## config.mk

```make
export PLATFORM = sky130hd
export DESIGN_NAME = key_expand_seq
export DESIGN_NICKNAME = d
export VERILOG_FILES = /design/src/rtl/aes_pkg.sv /design/src/rtl/aes_sbox.sv /design/src/rtl/key_expand_seq.sv
export SDC_FILE = /design/constraint.sdc
export NUM_CORES = 2
export LEC_CHECK = 0
export BUFFER_PORTS_ARGS = -buffer_cell sky130_fd_sc_hd__buf_2
export CORE_MARGIN = 1.5
export CORE_UTILIZATION = 36
export DETAILED_ROUTE_END_ITERATION = 10
export HOLD_SLACK_MARGIN = 0.02
export PLACE_DENSITY = 0.5
export SLEW_MARGIN = 20
export SYNTH_ARGS = -nofsm -noshare
export SYNTH_HDL_FRONTEND = slang
export SYNTH_SLANG_ARGS = --single-unit
```

## constraint.sdc

```tcl
create_clock -name clk -period 9.4 [get_ports clk]
set_input_delay 1.88 -clock clk [delete_from_list [all_inputs] [get_ports clk]]
set_output_delay 1.88 -clock clk [all_outputs]
set_load 0.02 [all_outputs]
```

## src/rtl/aes_pkg.sv

```systemverilog
// Shared AES key-schedule definitions: sizing helpers, byte/word
// transforms and the expansion engine state encoding.
package aes_pkg;

    localparam int NB = 4;

    typedef enum logic [1:0] {
        IDLE   = 2'd0,
        EXPAND = 2'd1,
        DONE   = 2'd2
    } state_t;

    // Number of cipher rounds for a key of nk 32-bit words.
    function automatic int nr_of(input int nk);
        return nk + 6;
    endfunction

    // Total schedule words: one 4-word round key per round plus the initial one.
    function automatic int words_of(input int nk);
        return 4 * (nr_of(nk) + 1);
    endfunction

    // Multiply by x in GF(2^8) modulo the AES polynomial.
    function automatic logic [7:0] xtime(input logic [7:0] x);
        return {x[6:0], 1'b0} ^ (x[7] ? 8'h1b : 8'h00);
    endfunction

    // Rotate a word left by one byte: (a,b,c,d) -> (b,c,d,a), a in the MSBs.
    function automatic logic [31:0] rotword(input logic [31:0] a);
        return {a[23:0], a[31:24]};
    endfunction

endpackage

```

## src/rtl/aes_sbox.sv

```systemverilog
// Combinational AES forward S-box as a constant lookup table.
module aes_sbox (
    input  logic [7:0] i_in,
    output logic [7:0] o_out
);

    localparam logic [7:0] SBOX [0:255] = '{
        8'h63, 8'h7c, 8'h77, 8'h7b, 8'hf2, 8'h6b, 8'h6f, 8'hc5, 8'h30, 8'h01, 8'h67, 8'h2b, 8'hfe, 8'hd7, 8'hab, 8'h76,
        8'hca, 8'h82, 8'hc9, 8'h7d, 8'hfa, 8'h59, 8'h47, 8'hf0, 8'had, 8'hd4, 8'ha2, 8'haf, 8'h9c, 8'ha4, 8'h72, 8'hc0,
        8'hb7, 8'hfd, 8'h93, 8'h26, 8'h36, 8'h3f, 8'hf7, 8'hcc, 8'h34, 8'ha5, 8'he5, 8'hf1, 8'h71, 8'hd8, 8'h31, 8'h15,
        8'h04, 8'hc7, 8'h23, 8'hc3, 8'h18, 8'h96, 8'h05, 8'h9a, 8'h07, 8'h12, 8'h80, 8'he2, 8'heb, 8'h27, 8'hb2, 8'h75,
        8'h09, 8'h83, 8'h2c, 8'h1a, 8'h1b, 8'h6e, 8'h5a, 8'ha0, 8'h52, 8'h3b, 8'hd6, 8'hb3, 8'h29, 8'he3, 8'h2f, 8'h84,
        8'h53, 8'hd1, 8'h00, 8'hed, 8'h20, 8'hfc, 8'hb1, 8'h5b, 8'h6a, 8'hcb, 8'hbe, 8'h39, 8'h4a, 8'h4c, 8'h58, 8'hcf,
        8'hd0, 8'hef, 8'haa, 8'hfb, 8'h43, 8'h4d, 8'h33, 8'h85, 8'h45, 8'hf9, 8'h02, 8'h7f, 8'h50, 8'h3c, 8'h9f, 8'ha8,
        8'h51, 8'ha3, 8'h40, 8'h8f, 8'h92, 8'h9d, 8'h38, 8'hf5, 8'hbc, 8'hb6, 8'hda, 8'h21, 8'h10, 8'hff, 8'hf3, 8'hd2,
        8'hcd, 8'h0c, 8'h13, 8'hec, 8'h5f, 8'h97, 8'h44, 8'h17, 8'hc4, 8'ha7, 8'h7e, 8'h3d, 8'h64, 8'h5d, 8'h19, 8'h73,
        8'h60, 8'h81, 8'h4f, 8'hdc, 8'h22, 8'h2a, 8'h90, 8'h88, 8'h46, 8'hee, 8'hb8, 8'h14, 8'hde, 8'h5e, 8'h0b, 8'hdb,
        8'he0, 8'h32, 8'h3a, 8'h0a, 8'h49, 8'h06, 8'h24, 8'h5c, 8'hc2, 8'hd3, 8'hac, 8'h62, 8'h91, 8'h95, 8'he4, 8'h79,
        8'he7, 8'hc8, 8'h37, 8'h6d, 8'h8d, 8'hd5, 8'h4e, 8'ha9, 8'h6c, 8'h56, 8'hf4, 8'hea, 8'h65, 8'h7a, 8'hae, 8'h08,
        8'hba, 8'h78, 8'h25, 8'h2e, 8'h1c, 8'ha6, 8'hb4, 8'hc6, 8'he8, 8'hdd, 8'h74, 8'h1f, 8'h4b, 8'hbd, 8'h8b, 8'h8a,
        8'h70, 8'h3e, 8'hb5, 8'h66, 8'h48, 8'h03, 8'hf6, 8'h0e, 8'h61, 8'h35, 8'h57, 8'hb9, 8'h86, 8'hc1, 8'h1d, 8'h9e,
        8'he1, 8'hf8, 8'h98, 8'h11, 8'h69, 8'hd9, 8'h8e, 8'h94, 8'h9b, 8'h1e, 8'h87, 8'he9, 8'hce, 8'h55, 8'h28, 8'hdf,
        8'h8c, 8'ha1, 8'h89, 8'h0d, 8'hbf, 8'he6, 8'h42, 8'h68, 8'h41, 8'h99, 8'h2d, 8'h0f, 8'hb0, 8'h54, 8'hbb, 8'h16
    };

    assign o_out = SBOX[i_in];

endmodule

```

## src/rtl/key_expand_seq.sv

```systemverilog
// Sequential AES key-schedule engine: produces one schedule word per clock
// into a register array and serves round keys through a registered read port.
module key_expand_seq #(
    parameter int NK = 8,
    parameter int NR = 14,
    parameter int NB = 4
) (
    input  logic              clk,
    input  logic              rst,
    input  logic              start,
    input  logic [NK*32-1:0]  key,
    output logic              busy,
    output logic              done,
    input  logic [3:0]        rk_idx,
    output logic [127:0]      rk
);
    import aes_pkg::*;

    localparam int WORDS = words_of(NK);

    if (!((NK == 4) || (NK == 6) || (NK == 8)) || (NR != nr_of(NK)) || (NB != aes_pkg::NB)) begin : g_param_check
        $error("key_expand_seq: NK must be 4/6/8, NR must equal NK+6, NB must be 4");
    end

    state_t         r_state;
    state_t         w_next_state;
    logic [5:0]     r_i;
    logic [2:0]     r_j;
    logic [7:0]     r_rcon;
    logic [127:0]   r_rk;
    logic [31:0]    r_wmem [WORDS];

    logic           w_accept;
    logic           w_last;
    logic [31:0]    w_prev;
    logic [31:0]    w_back;
    logic [31:0]    w_sub_in;
    logic [31:0]    w_sub_out;
    logic [31:0]    w_temp;
    logic [31:0]    w_new;
    logic [5:0]     w_rd_base;

    assign w_accept = start && ((r_state == IDLE) || (r_state == DONE));
    assign w_last   = (r_i == 6'(WORDS - 1));
    assign w_prev   = r_wmem[r_i - 6'd1];
    assign w_back   = r_wmem[r_i - 6'(NK)];
    assign w_sub_in = (r_j == 3'd0) ? rotword(w_prev) : w_prev;

    for (genvar b = 0; b < 4; b++) begin : g_subword
        aes_sbox u_sbox (
            .i_in  (w_sub_in[8*b +: 8]),
            .o_out (w_sub_out[8*b +: 8])
        );
    end

    // Pick the schedule transform for this word from the phase counter.
    always_comb begin
        w_temp = w_prev;
        if (r_j == 3'd0) begin
            w_temp = w_sub_out ^ {r_rcon, 24'h0};
        end else if ((NK == 8) && (r_j == 3'd4)) begin
            w_temp = w_sub_out;
        end
    end

    assign w_new = w_back ^ w_temp;

    // State register; reset always wins over a simultaneous start.
    always_ff @(posedge clk) begin
        if (rst) begin
            r_state <= IDLE;
        end else begin
            r_state <= w_next_state;
        end
    end

    // Next-state: start restarts from IDLE or DONE, expansion ends on the last word.
    always_comb begin
        w_next_state = r_state;
        case (r_state)
            IDLE, DONE: if (start) w_next_state = EXPAND;
            EXPAND:     if (w_last) w_next_state = DONE;
            default:    w_next_state = IDLE;
        endcase
    end

    // Status outputs decoded purely from the current state.
    always_comb begin
        busy = 1'b0;
        done = 1'b0;
        case (r_state)
            EXPAND:  busy = 1'b1;
            DONE:    done = 1'b1;
            default: ;
        endcase
    end

    // Word index, NK-phase counter and round constant advance once per generated word.
    always_ff @(posedge clk) begin
        if (rst) begin
            r_i    <= '0;
            r_j    <= '0;
            r_rcon <= 8'h01;
        end else if (w_accept) begin
            r_i    <= 6'(NK);
            r_j    <= '0;
            r_rcon <= 8'h01;
        end else if (r_state == EXPAND) begin
            r_i <= r_i + 6'd1;
            r_j <= (r_j == 3'(NK - 1)) ? 3'd0 : r_j + 3'd1;
            if (r_j == 3'd0) begin
                r_rcon <= xtime(r_rcon);
            end
        end
    end

    // Schedule storage: key words load on accept, then one new word per cycle.
    always_ff @(posedge clk) begin
        if (!rst) begin
            if (w_accept) begin
                for (int k = 0; k < NK; k++) begin
                    r_wmem[k] <= key[(NK-1-k)*32 +: 32];
                end
            end else if (r_state == EXPAND) begin
                r_wmem[r_i] <= w_new;
            end
        end
    end

    assign w_rd_base = {rk_idx, 2'b00};

    // Registered round-key read; out-of-range indices return zero.
    always_ff @(posedge clk) begin
        if (rst) begin
            r_rk <= '0;
        end else if (rk_idx > 4'(NR)) begin
            r_rk <= '0;
        end else begin
            r_rk <= {r_wmem[w_rd_base], r_wmem[w_rd_base + 6'd1],
                     r_wmem[w_rd_base + 6'd2], r_wmem[w_rd_base + 6'd3]};
        end
    end

    assign rk = r_rk;

endmodule
```

After elaboration in Yosys (flattened, before gate mapping)
Memories as Yosys holds them, arrays and structs flattened. A register that Yosys moved wholly into a read port is not among the register bits.
Index checks and enable logic that the tools add are counted.
{ "totals": {"ff_bits": 19, "latch_bits": 0, "ramBits": 1920, "romBits": 8192, "inputBits": 263, "out_inout_bits": 130, "mem_count": 5} }
{ "classes": {"addsub": 7, "mul": 0, "n_div": 0, "magnitude_cmp": 5, "n_eq_ne": 7, "shift": 0, "mux": 29, "n_bitwise": 7, "n_reduce_logical": 11} }
{ "mem_list": {"columns": ["name", "words", "width", "rd", "rd_clocked_by_memory_dff", "wr", "line_no", "source"], "rows": [
  ["(no name shown)", 256, 8, 1, 0, 0, "aes_sbox.sv:26", "assign o_out = SBOX[i_in];"],
  ["(no name shown)", 256, 8, 1, 0, 0, "aes_sbox.sv:26", null],
  ["(no name shown)", 256, 8, 1, 0, 0, "aes_sbox.sv:26", null],
  ["(no name shown)", 256, 8, 1, 0, 0, "aes_sbox.sv:26", null],
  ["r_wmem", 60, 32, 6, 4, 8, "key_expand_seq.sv:31", "logic [31:0] r_wmem [WORDS];"]
]} }
{ "ops": {"columns": ["cell", "n"], "rows": [
  ["$mux W32", 4],
  ["$mux W8", 8],
  ["$xor A32 B32 Y32", 2],
  ["$ge A9 B9 Y1 const B", 4],
  ["$not A8 Y9", 4],
  ["$reduce_or A32 Y1", 1],
  ["$add A6 B1 Y6 const B", 2],
  ["$add A6 B2 Y6 const B", 2],
  ["$mux W1", 9],
  ["$mux W4", 2],
  ["$xor A8 B5 Y8", 1],
  ["$eq A3 B3 Y1 const B", 2],
  ["$eq A6 B6 Y1 const B", 1],
  ["$mux W6", 1],
  ["$reduce_or A2 Y1", 3],
  ["$sub A6 B1 Y6 const B", 1],
  ["$sub A6 B4 Y6 const B", 1],
  ["$mux W5", 1],
  ["$gt A4 B4 Y1 const B", 1],
  ["$mux W2", 2],
  ["$ne A2 B2 Y1 const B", 2],
  ["$pmux W2 S2", 1],
  ["$reduce_and A2 Y1", 2],
  ["$add A3 B1 Y3 const B", 1],
  ["8 further kinds", 8]
]} }

Logic depth before layout (Yosys ltp)
An unclocked memory read counts as a cell.
{ "depth": {"ltp_word": 11, "depth_mapped": 41, "ltp_nobuf": 20} }

Hierarchy
Synthesis repeated with hierarchy kept, for this count alone.
{ "unflattened": {"cells_unflattened": 9599, "hier_area_um2": 130094.8} }
{ "by_module_without_submodules": {"columns": ["module", "instances", "cells_per_inst", "area_each_um2", "seq_area_each_um2"], "rows": [
  ["key_expand_seq", 1, 7534, 117522.7, 64441.8],
  ["aes_sbox at g_subword[0].u_sbox ...", 3, 510, 3103.0, 0.0],
  ["aes_sbox at g_subword[1].u_sbox", 1, 535, 3263.1, 0.0]
]} }

Worst setup path after synthesis
Ideal clock, no wire load.
{ "synth_path": {"kind": "reg2reg", "start": "reg r_i[0]", "end": "mem r_wmem[10][2] (data pin)", "setup_ps": 640, "arrival_time_ps": 9662, "required_time_ps": 8760, "slack_ps": -903, "path_stages_with_launch": 37, "path_buffers": 19, "period_less_slack_ps": 10303, "path_cell_list": "dfxtp_1 -> buf_6 -> buf_6 -> buf_8 -> buf_8 -> buf_6 -> buf_6 -> buf_8 -> buf_2 -> inv_2 -> clkbuf_1 -> buf_1 -> clkbuf_1 -> clkbuf_1 -> ha_1 -> buf_4 -> buf_6 -> buf_4 -> buf_4 -> buf_4 -> clkbuf_1 -> mux4_2 -> a2111oi_0 -> nor3_1 -> o31ai_1 -> buf_2 -> inv_1 -> ha_1 -> inv_1 -> o21ai_0 -> nor2_1 -> a2111oi_0 -> a2111oi_0 -> a311oi_1 -> nand2_1 -> xor2_1 -> o21ai_0"} }
{ "synth_lines": {"columns": ["item", "line_no", "source"], "rows": [
  ["start: declaration", "key_expand_seq.sv:27", "logic [5:0] r_i;"],
  ["start signal: assignment", "key_expand_seq.sv:105", "r_i <= 6'(NK);"],
  ["start signal: assignment", "key_expand_seq.sv:109", "r_i <= r_i + 6'd1;"],
  ["end: declaration", "key_expand_seq.sv:31", null]
]} }

==> results.sh <==
export IMPL_total_power_mw=43.8
export IMPL_crit_fanout=52
export IMPL_die_h_um=607
export IMPL_netlist_area_mm2=0.131
export IMPL_slew_viol_final=0
export IMPL_clock_fmax_ghz=0.110
export IMPL_cp_cell_sequence="or4_4, nand2_8, buf_4, a211o_1, a41oi_1, o21ai_0, o31ai_4, inv_1, buf_4, ha_1, inv_1, nand2_1, nand2_1, a21oi_1, o21ai_0, o31ai_1, o211ai_1, buf_4, xnor2_1, inv_1, buf_12"
export IMPL_cts_tree="done"
export IMPL_initial_core_util_pct=36.2
export IMPL_drive_above_1_share_pct=29.2
export IMPL_cts_path_max_buffers=4
export IMPL_p_clk_share_pct=23.1
export IMPL_row_count=221
export IMPL_clockRootBuffer="clkbuf_16"
export IMPL_ctsResizeCount=0
export IMPL_grt_pass1_wl_um=1010000
export IMPL_cp_slowest_cell="or4_4"
export IMPL_postSynthCellCount=10100
export IMPL_critPathKind="reg -> reg"
export IMPL_avgSynthCellArea_um2=13.0
export IMPL_port_buffers=392
export IMPL_grt_pass1_vias=110000
export IMPL_vdd_drop_max_v=0.000210
export IMPL_outcome="completed"
export IMPL_layout_cells_non_filler=15400
export IMPL_setup_viol=0
export IMPL_end_kind="register"
export IMPL_fin_skew_ns=0.0616
export IMPL_dp_hpwl_um=485000
export IMPL_max_cap_violations=0
export IMPL_synth_common_cells="edfxtp_1, mux4_2, nand2_1"
export IMPL_synthTopCellsByArea="edfxtp_1, mux4_2, o22ai_1"
export IMPL_synth_cell_type_count=100
export IMPL_wl_per_cell_um=49.4
export IMPL_p_per_area_mw_per_mm2=293
export IMPL_final_nets=10700
export IMPL_syn_to_final_growth_pct=14.1
export IMPL_drc_errors=0
export IMPL_yosysTopAreaCell="edfxtp_1"
export IMPL_holdBufCountCts=0
export IMPL_startpoint_type="register"
export IMPL_grtUsageTotal_pct=40.2
export IMPL_vias=117000
export IMPL_antenna_found_initial=64
export IMPL_finalWirelength_um=760000
export IMPL_seqPwrFrac_pct=33.4
export IMPL_p_switching_mw=18.4
export IMPL_core_area_mm2=0.363
export IMPL_place_congestion=1.04
export IMPL_synth_seq_cells=2195
export IMPL_via_per_inst=7.58
export IMPL_fillers=33300
export IMPL_clk_latency_ns=0.97
export IMPL_dr_pass1_iters=7
export IMPL_die_w_um=607
export IMPL_grt_max_degree=153
export IMPL_synth_top_area_share_pct=46.9
export IMPL_min_path_type="reg -> reg"
export IMPL_setup_tns_ns=0
export IMPL_place_ws_ns=0.817
export IMPL_post_route_period_util_pct=96.9
export IMPL_synth_ff_type="edfxtp_1"
export IMPL_clk_pin_slew_ns=0.08
export IMPL_finish_utilization_pct=41.3
export IMPL_finalHoldViolations=0
export IMPL_die_area_mm2=0.368
export IMPL_arrival_ns=9.78
export IMPL_finalWorstSetupSlack_ns=0.295
export IMPL_rsz0062_at_grt="no"
export IMPL_seq_area_frac_synth_pct=49.1
export IMPL_post_cts_buffers=0
export IMPL_cpPeakStageDelay_ns=0.96
export IMPL_synth_edf_count=2048
export IMPL_p_leak_nw=47.8
export IMPL_swShare_pct=42.1
export IMPL_comb_power_share_pct=43.5
export IMPL_h_tree_depth=4
export IMPL_ant_nets=0
export IMPL_layout_min_cycle_time_ns=9.10
export IMPL_intPower_mw=25.4
export IMPL_worstMarginPinSlew_ns=1.34
export IMPL_cts_sinks=2195
export IMPL_syn_nets=10400
export IMPL_grt_overflow=0
export IMPL_synth_warning_count=0
export IMPL_place_inst=14900
export IMPL_cp_data_required_time_ns=10.07
export IMPL_drt_iter0_markers=22100
export IMPL_boundaryPins=393
export IMPL_synthArstFlopShare_pct=0
export IMPL_numCtsBuffers=240
export IMPL_slew_headroom_pct=10.3
export IMPL_synth_most_common_cell="edfxtp_1"
==> metal layers <==
| layer | global-route usage, % | vias to the layer above | routed length [um] | part of all wire, % |
|---|---|---|---|---|
| li1 | - | 42100 | - | - |
| met1 | 49.0 | 58900 | 259000 | 34 |
| met2 | 56.7 | 12500 | 316000 | 42 |
| met3 | 16.5 | 3013 | 117000 | 15 |
| met4 | 30.6 | 30 | 67600 | 8.9 |
| met5 | 0.0523 | - | 241 | 0.032 |
==> critical path: cells and delay by family, from the launching register on <==
family	cells	cell delay, ns
AOI/OAI and AO/OA	8	2.96
and+or+nand+nor	4	1.85
adders and majority gates	1	0.51
xor gates and xnor gates	1	0.76
DFF	1	0.57
buffers and inverters	7	2.09
==> area by class of cell <==
type	count	area [um^2]	share of cell area, %
multi-input cells	6815	63300	42.3
diodes	55	138	0.0920
well taps	4794	6000	4.01
clock buffers	295	6390	4.27
repair buffers	1006	7260	4.86
flip-flops and latches	2195	64500	43.1
clock inverters	146	1810	1.21
inverters	76	293	0.196
==> metrics by stage <==
stage	hold WS (ns)	area (um^2)
after CTS	0.479	149000
after global routing	0.506	149000
final	0.481	150000
after global placement	0.455	141000
after detailed placement	0.472	141000
after floorplan	0.445	131000
==> cell families (layout without fill, tap and decap cells) <==
kind of cell / count (synthesis) / count (layout) / share of synthesized area [%]
buf+inv: 1077 / 1523 / 3.66
compound gates: 2684 / 2684 / 13.4
fa+ha+maj: 58 / 58 / 0.553
mux: 1614 / 1614 / 24.3
other cells: 0 / 55 / 0
xor+xnor: 75 / 75 / 0.564
flops: 2195 / 2195 / 49.1
simple gates: 2384 / 2384 / 8.36
==> layout by cell type, fill, tap and decap left out, drive strengths merged, types with 68 or more instances in the layout <==
cell type     n
a21oi       437
nor3        177
clkinv       85
and3        124
nor2b       136
a211o        82
nand2       808
nand4       105
mux2        237
o221ai      112
dfxtp       147
nor2        676
a31oi        82
mux2i       149
o21ai       599
buf        1006
nor4         68
edfxtp     2048
inv          82
a211oi      173
clkbuf      295
mux4       1228
o22ai       592
nand3       142
o211ai      111
==> power groups by stage <==
stage          registers [mW]  logic [mW]  clock network [mW]
2_1_floorplan            15.0        9.43                   0
3_3_place_gp             14.8        18.3                   0
3_5_place_dp             14.8        18.2                   0
4_1_cts                  14.6        18.2                10.2
5_1_grt                  14.6        19.6                10.5
6_report                 14.6        19.0                10.1
==> sequential cells by signal, indices dropped and copies added, names as in the netlist <==
| signal | cells |
|---|---|
| r_wmem | 2048 |
| rk | 128 |
| r_i | 6 |
| r_rcon | 8 |
| r_j | 3 |
| r_state | 2 |
==> path summary, 6_finish.rpt <==
check        slack, ns              startpoint  cells after the start                 endpoint
max               0.30     r_i[3]$_SDFFE_PP0P_                     21  r_wmem[43][6]$_DFFE_PP_
min               0.48  r_rcon[5]$_SDFFE_PP0P_                      2   r_rcon[6]$_SDFFE_PP0P_
max reg2reg       0.30     r_i[3]$_SDFFE_PP0P_                     21  r_wmem[43][6]$_DFFE_PP_
min reg2reg       0.48  r_rcon[5]$_SDFFE_PP0P_                      2   r_rcon[6]$_SDFFE_PP0P_
Power figures use the tool's default switching activity.
